### config.mk
export PLATFORM = sky130hd
export DESIGN_NAME = scu_dsp_dma
export DESIGN_NICKNAME = d
export VERILOG_FILES = /design/src/rtl/scu_dsp_dma.sv
export SDC_FILE = /design/constraint.sdc
export NUM_CORES = 1
export LEC_CHECK = 0
export CAP_MARGIN = 20
export CORE_ASPECT_RATIO = 0.9
export CORE_MARGIN = 2
export CORE_UTILIZATION = 40
export CTS_CLUSTER_DIAMETER = 100
export DETAILED_ROUTE_END_ITERATION = 12
export GPL_TIMING_DRIVEN = 1
export PLACE_DENSITY = 0.75
export SYNTH_ARGS = -nofsm -noshare
export SYNTH_HDL_FRONTEND = slang
export SYNTH_SLANG_ARGS = --single-unit
### constraint.sdc
create_clock -name CLK -period 3.95 [get_ports CLK]
set_input_delay 0.79 -clock CLK [delete_from_list [all_inputs] [get_ports CLK]]
set_output_delay 0.79 -clock CLK [all_outputs]
set_load 0.005 [all_outputs]
### src/rtl/scu_dsp_dma.sv
// Bus-side DMA engine for the SCU DSP: holds RA0/WA0 and turns each DSP word request
// into one external bus cycle, returning DMA_ACK/read data and signalling DMA_END.
module scu_dsp_dma #(
   parameter int ADDR_W = 27,
   parameter int RA_INC = 4
) (
   input  logic              CLK,
   input  logic              RST_N,
   input  logic              RES_N,
   input  logic              CE_R,
   input  logic              CE_F,
   input  logic [31:0]       DSO,
   input  logic              RA0W,
   input  logic              WA0W,
   input  logic [2:0]        DMA_ADD,
   input  logic [31:0]       DMA_DO,
   input  logic              DMA_WE,
   input  logic              DMA_REQ,
   input  logic              DMA_RUN,
   input  logic              DMA_LAST,
   output logic [31:0]       DMA_DI,
   output logic              DMA_ACK,
   output logic              DMA_END,
   output logic [ADDR_W-1:0] BUS_ADDR,
   output logic [31:0]       BUS_DO,
   input  logic [31:0]       BUS_DI,
   output logic              BUS_WE,
   output logic              BUS_REQ,
   input  logic              BUS_ACK,
   output logic [ADDR_W-1:0] RA0_Q,
   output logic [ADDR_W-1:0] WA0_Q,
   output logic [1:0]        DBG_STATE
);

   typedef enum logic [1:0] {IDLE = 2'd0, BREQ = 2'd1, ACK = 2'd2, ENDW = 2'd3} state_t;

   // Handshake: DMA_REQ is taken only in IDLE; BUS_REQ stays high with address/data/we
   // frozen until the one-cycle BUS_ACK; DMA_ACK then stays high until a CE_R edge.
   state_t              state_q, state_d;
   logic [ADDR_W-1:0]   ra0_q, ra0_d, wa0_q, wa0_d, bus_addr_q, bus_addr_d;
   logic [31:0]         bus_do_q, bus_do_d, dma_di_q, dma_di_d;
   logic                bus_we_q, bus_we_d, bus_req_q, bus_req_d;
   logic                dma_ack_q, dma_ack_d, dma_end_q, dma_end_d;
   logic                dir_q, dir_d, abort_q, abort_d, end_f_q, end_f_d;
   logic [2:0]          add_sel_q, add_sel_d;
   logic [ADDR_W-1:0]   wr_inc;

   always_comb begin
      wr_inc = '0;
      if (add_sel_q != 3'd0) wr_inc = ADDR_W'(1) << add_sel_q;
   end

   always_comb begin
      state_d    = state_q;
      ra0_d      = ra0_q;
      wa0_d      = wa0_q;
      bus_addr_d = bus_addr_q;
      bus_do_d   = bus_do_q;
      dma_di_d   = dma_di_q;
      bus_we_d   = bus_we_q;
      bus_req_d  = bus_req_q;
      dma_ack_d  = dma_ack_q;
      dma_end_d  = dma_end_q;
      dir_d      = dir_q;
      abort_d    = abort_q;
      end_f_d    = end_f_q;
      add_sel_d  = add_sel_q;
      case (state_q)
         IDLE: begin
            if (DMA_RUN && DMA_REQ && !dma_ack_q) begin
               dir_d      = DMA_WE;
               if (DMA_WE) bus_do_d = DMA_DO;
               bus_addr_d = DMA_WE ? wa0_q : ra0_q;
               add_sel_d  = DMA_ADD;
               bus_req_d  = 1'b1;
               bus_we_d   = DMA_WE;
               abort_d    = 1'b0;
               state_d    = BREQ;
            end
         end
         BREQ: begin
            // A run drop is remembered so the bus cycle can finish cleanly first.
            if (!DMA_RUN) abort_d = 1'b1;
            if (BUS_ACK) begin
               bus_req_d = 1'b0;
               bus_we_d  = 1'b0;
               if (abort_q || !DMA_RUN) begin
                  abort_d = 1'b0;
                  state_d = IDLE;
               end else begin
                  if (!dir_q) dma_di_d = BUS_DI;
                  dma_ack_d = 1'b1;
                  state_d   = ACK;
               end
            end
         end
         ACK: begin
            if (!DMA_RUN) begin
               dma_ack_d = 1'b0;
               state_d   = IDLE;
            end else if (CE_R) begin
               dma_ack_d = 1'b0;
               if (dir_q) wa0_d = wa0_q + wr_inc;
               else       ra0_d = ra0_q + ADDR_W'(RA_INC);
               if (DMA_LAST) begin
                  dma_end_d = 1'b1;
                  end_f_d   = 1'b0;
                  state_d   = ENDW;
               end else begin
                  state_d = IDLE;
               end
            end
         end
         ENDW: begin
            // DMA_END must straddle a CE_F edge so the DSP sees it high then low.
            if (!DMA_RUN) begin
               dma_end_d = 1'b0;
               state_d   = IDLE;
            end else begin
               if (CE_F) end_f_d = 1'b1;
               if (CE_R && end_f_q) begin
                  dma_end_d = 1'b0;
                  state_d   = IDLE;
               end
            end
         end
         default: state_d = IDLE;
      endcase
      if (RA0W) ra0_d = {DSO[ADDR_W-3:0], 2'b00};
      if (WA0W) wa0_d = {DSO[ADDR_W-3:0], 2'b00};
      if (!RES_N) begin
         state_d    = IDLE;
         ra0_d      = '0;
         wa0_d      = '0;
         bus_addr_d = '0;
         bus_do_d   = '0;
         dma_di_d   = '0;
         bus_we_d   = 1'b0;
         bus_req_d  = 1'b0;
         dma_ack_d  = 1'b0;
         dma_end_d  = 1'b0;
         dir_d      = 1'b0;
         abort_d    = 1'b0;
         end_f_d    = 1'b0;
         add_sel_d  = '0;
      end
   end

   always_ff @(posedge CLK or negedge RST_N) begin
      if (!RST_N) begin
         state_q    <= IDLE;
         ra0_q      <= '0;
         wa0_q      <= '0;
         bus_addr_q <= '0;
         bus_do_q   <= '0;
         dma_di_q   <= '0;
         bus_we_q   <= 1'b0;
         bus_req_q  <= 1'b0;
         dma_ack_q  <= 1'b0;
         dma_end_q  <= 1'b0;
         dir_q      <= 1'b0;
         abort_q    <= 1'b0;
         end_f_q    <= 1'b0;
         add_sel_q  <= '0;
      end else begin
         state_q    <= state_d;
         ra0_q      <= ra0_d;
         wa0_q      <= wa0_d;
         bus_addr_q <= bus_addr_d;
         bus_do_q   <= bus_do_d;
         dma_di_q   <= dma_di_d;
         bus_we_q   <= bus_we_d;
         bus_req_q  <= bus_req_d;
         dma_ack_q  <= dma_ack_d;
         dma_end_q  <= dma_end_d;
         dir_q      <= dir_d;
         abort_q    <= abort_d;
         end_f_q    <= end_f_d;
         add_sel_q  <= add_sel_d;
      end
   end

   assign DMA_DI    = dma_di_q;
   assign DMA_ACK   = dma_ack_q;
   assign DMA_END   = dma_end_q;
   assign BUS_ADDR  = bus_addr_q;
   assign BUS_DO    = bus_do_q;
   assign BUS_WE    = bus_we_q;
   assign BUS_REQ   = bus_req_q;
   assign RA0_Q     = ra0_q;
   assign WA0_Q     = wa0_q;
   assign DBG_STATE = state_q;

endmodule

==> run summary <==
The flow ran to the end, and the final reports show no timing, DRC or antenna violations. Setup repair after global routing left no endpoint under its margin. The number of global-route vias before repair came out at 7069. The residual antenna-violating net count after detailed routing came out at 0.

The DRC violation count after routing came out at 0. The final clock period utilization by the worst path came out at 0.762. The worst hold slack across all endpoints is 0.337 ns. The highest attainable clock frequency is 332 MHz.

The count of distinct cell types in the synthesized netlist is 57. The count of cells in the finished layout, fillers not included, comes to 1285. The worst register-to-register path begins at add_sel_q[0]. The post-layout instance area is 11100 sq um. The dominant delay contributor by cell family on the critical path is compound AO/OA/AOI/OAI gates.

In the post-synthesis netlist, the biggest area contributors are sky130_fd_sc_hd__dfrtp_1 49%, sky130_fd_sc_hd__nand2_1 6.5%, sky130_fd_sc_hd__a21boi_0 4.1%. The number of H-tree levels is 4. The most used flip-flop cell after synthesis is sky130_fd_sc_hd__dfrtp_1. The initial antenna violation count came out at 0. The routability-driven placement congestion ratio came out at 0.889. The share of flip-flops with an asynchronous set or reset after synthesis came out at 1.00. The global route total overflow came out at 0. The antenna cell count is 0. The number of DRC violations after detailed-routing iteration 0 came out at 528. For this run, the register share of the synthesized area comes to 0.493. The startpoint class of the critical path is a flip-flop. The area of the core region came out at 19200 sq um. The overall die area came out at 20800 sq um. Counting cells, the worst reg-to-reg path comes to 8. The class of the most critical setup path is reg2reg. The final hold violation count is 0. In the final layout, the share of cells above drive strength 1 is 0.0560. The net total in the final layout came out at 1142. CTS placed an instance of sky130_fd_sc_hd__clkbuf_16 at the clock tree root. The wire length of the first global-routing pass is 38.8 mm. By instance count, the leading cell after synthesis is sky130_fd_sc_hd__dfrtp_1.

Summing all placed instances gives a cell area of 10600 sq um. The global-route usage over all layers is 0.237. The worst path in the final design needs a cycle of 3.01 ns, including I/O delays and setup. At the end of the flow the core is filled with cells to 0.580. During synthesis, Yosys emitted a total of 0 warnings. Overall power consumption after layout is estimated at 3.97 mW. The slack of the critical path is 0.938 ns.

The quantity of hold-fixing buffers added after cts is 0. The setup check on the worst reg-to-reg path leaves a slack of 0.94 ns. The number of port buffers is 252.

After floorplanning, the core was divided into 48 placement rows. Entering global routing, the biggest net connects 81 pins. The number of placed I/O pins came out at 262.

The final-report max-slew violation count is 0. The number of optimization iterations in the first detailed-route pass is 5. The pre-CTS setup slack is 0.781 ns. The final routed wire length divided by cell count came out at 19.2 um. In this run the static leakage power is 4.86 nW. The die outline height is 137 um. The setup TNS is 0 ns. The count of instances resized after the clock tree is built is 0.

The initial utilization of the core area, before any placement, comes to 0.409. The delay of the slowest cell on the worst path is 0.64 ns. For the worst setup path, the data arrival time is 3.34 ns. The tool flagged a number of max-cap violations equal to 0.

The buffer depth of the longest clock path is 2. Of all cell types, the one taking the most synthesized area is sky130_fd_sc_hd__dfrtp_1. The path class of the tightest hold or removal check is in2async.

The highest-delay cell along the critical path is sky130_fd_sc_hd__a2111oi_0. The element type at the critical path end is a flip-flop. Clock-pin slew was measured on the worst setup and hold paths at 0.08 ns. TritonCTS built the clock tree. The floorplan die width is 152 um. The capturing point of the worst reg2reg path is WA0_Q[10]. The detailed-placement wirelength estimate is 17.6 mm. At the pin with the least slew margin, the transition time is 0.864 ns. The number of setup buffers added after CTS is 0.

Summed over all layers, the routed wires come to 24.7 mm. The relative slew slack is 0.424. Each instance of the synthesized netlist takes up on average 9.89 sq um. Compared with the post-synthesis result, the final layout area differs by 41.6%.

The later-pin clock latency in the skew report is 0.44 ns. The critical path data required time is 4.28 ns. The clock sink count is 155. Synthesis inferred 155 register bits. Counting instances in the post-synthesis netlist gives the leading cell types as 155 x sky130_fd_sc_hd__dfrtp_1, 136 x sky130_fd_sc_hd__nand2_1, 53 x sky130_fd_sc_hd__clkbuf_1, 53 x sky130_fd_sc_hd__o21ai_0, 43 x sky130_fd_sc_hd__a21boi_0. The critical path buffer and inverter count came out at 1. The signal on the critical path passes through or3b_2 > inv_1 > ha_1 > a211o_1 > a2111oi_0 > or3_4 > xnor2_1 > o211a_1. The synthesized netlist occupies a cell area of 7870 sq um. The instance count of the mapped netlist is 796. The number of synthesized flops with an enable pin came out at 0.

The count of placed standard cells including taps came out at 1253. The total number of vias came out at 7092. The clock skew after layout is 0.0125 ns.

The number of clock buffers inserted by TritonCTS is 17. Setup violations remaining at the end of the flow were counted as 0. The power density over the cells is 356 nW/um^2.

The fraction of synthesized cell area taken by the top area cell type came out at 0.493. The peak fanout along the critical path is 15. Across the VDD grid, the largest voltage drop is 0.000252 V.

The via density per instance is 5.52.
[cell type report]
class                           instances  area (sq um)
Inverter                               13          48.8
Fill cell                            1675          8080
Tap cell                              250           313
Clock buffer                           17           425
Multi-Input combinational cell        566          3680
Clock inverter                         15           154
Sequential cell                       155          3880
Timing Repair Buffer                  269          2640
[worst register-to-register path, delay by kind of cell (launching register included)]
family	cells	cell delay, ns
compound gates	3	1.19
simple gates	2	0.87
flops	1	0.45
xor+xnor	1	0.09
fa+ha+maj	1	0.23
buf+inv	1	0.08
[worst max-delay path by stage]
stage                  from        end  slack, ns  depth (start not counted)
2_1_floorplan  add_sel_q[0]  WA0_Q[10]       1.27                          9
3_3_place_gp           CE_R  WA0_Q[26]       0.81                          6
3_5_place_dp           CE_R  WA0_Q[26]       0.78                          6
4_1_cts        add_sel_q[0]  WA0_Q[10]       0.94                          8
5_1_grt        add_sel_q[0]  WA0_Q[21]       0.65                         10
6_report       add_sel_q[0]  WA0_Q[10]       0.94                          8
[kinds of logic (layout without fill, tap and decap cells)]
group / count (synthesis) / after routing / share of synthesized area
simple gates: 247 / 247 / 0.156
compound gates: 246 / 246 / 0.222
flops: 155 / 155 / 0.493
buf+inv: 76 / 314 / 0.0407
xor+xnor: 37 / 37 / 0.0412
mux: 25 / 25 / 0.0318
fa+ha+maj: 9 / 9 / 0.0153
other cells: 1 / 2 / 0.000477
[power breakdown]
part	internal (mW)	total, mW	switching, mW
Combinational	0.326	0.584	0.258
Clock	0.845	1.62	0.775
Sequential	1.66	1.76	0.0995
[cell usage in the layout, fill, tap and decap left out, types with 3 or more instances in the layout]
cell                              netlist  routed
sky130_fd_sc_hd__nand2b_1               8       8
sky130_fd_sc_hd__a2111oi_0              4       4
sky130_fd_sc_hd__buf_4                  2      18
sky130_fd_sc_hd__a21oi_1               39      39
sky130_fd_sc_hd__clkinv_4               0       3
sky130_fd_sc_hd__and2_1                 9       9
sky130_fd_sc_hd__mux2i_1               25      25
sky130_fd_sc_hd__nand4_1               11      11
sky130_fd_sc_hd__o211ai_1               6       6
sky130_fd_sc_hd__nand4b_1               3       3
sky130_fd_sc_hd__ha_1                   8       8
sky130_fd_sc_hd__dfrtp_1              155     155
sky130_fd_sc_hd__a21boi_0              43      43
sky130_fd_sc_hd__o31ai_1                6       6
sky130_fd_sc_hd__or3_1                  4       4
sky130_fd_sc_hd__and4_1                 8       8
sky130_fd_sc_hd__nor2_1                10      10
sky130_fd_sc_hd__xnor2_1               22      22
sky130_fd_sc_hd__xor2_1                15      15
sky130_fd_sc_hd__nand3_1               17      17
sky130_fd_sc_hd__inv_1                 13      13
sky130_fd_sc_hd__clkbuf_16              0      17
sky130_fd_sc_hd__or4_1                  5       5
sky130_fd_sc_hd__inv_8                  0       7
sky130_fd_sc_hd__nand2_1              136     136
sky130_fd_sc_hd__a22o_1                32      32
sky130_fd_sc_hd__clkdlybuf4s50_1        0     249
sky130_fd_sc_hd__o21ai_0               53      53
sky130_fd_sc_hd__a31oi_1               11      11
sky130_fd_sc_hd__a211oi_1               4       4
sky130_fd_sc_hd__o211a_1               30      30
sky130_fd_sc_hd__nand3b_1               3       3
sky130_fd_sc_hd__and3b_1                3       3
sky130_fd_sc_hd__nor2b_1                3       3
sky130_fd_sc_hd__and3_1                11      11
sky130_fd_sc_hd__a21o_1                 4       4
sky130_fd_sc_hd__nor4_1                 3       3
[registers in the layout, summed over array words and instances (netlist names)]
name and count:
BUS_DO 32, WA0_Q 27, end_f_q 1, BUS_REQ 1, add_sel_q 3, DMA_END 1, dir_q 1, abort_q 1
BUS_ADDR 27, DBG_STATE 2, RA0_Q 25, DMA_DI 32, BUS_WE 1, DMA_ACK 1
[layer usage]
layer  up-vias  track usage  wire [um]
met5         -            0          0
met4         0       0.0914        697
met3        46       0.0703       2070
met2       324        0.364      11300
met1      3403        0.320      10700
li1       3319            -          -
No activity file was read; power rests on OpenSTA's default activity.
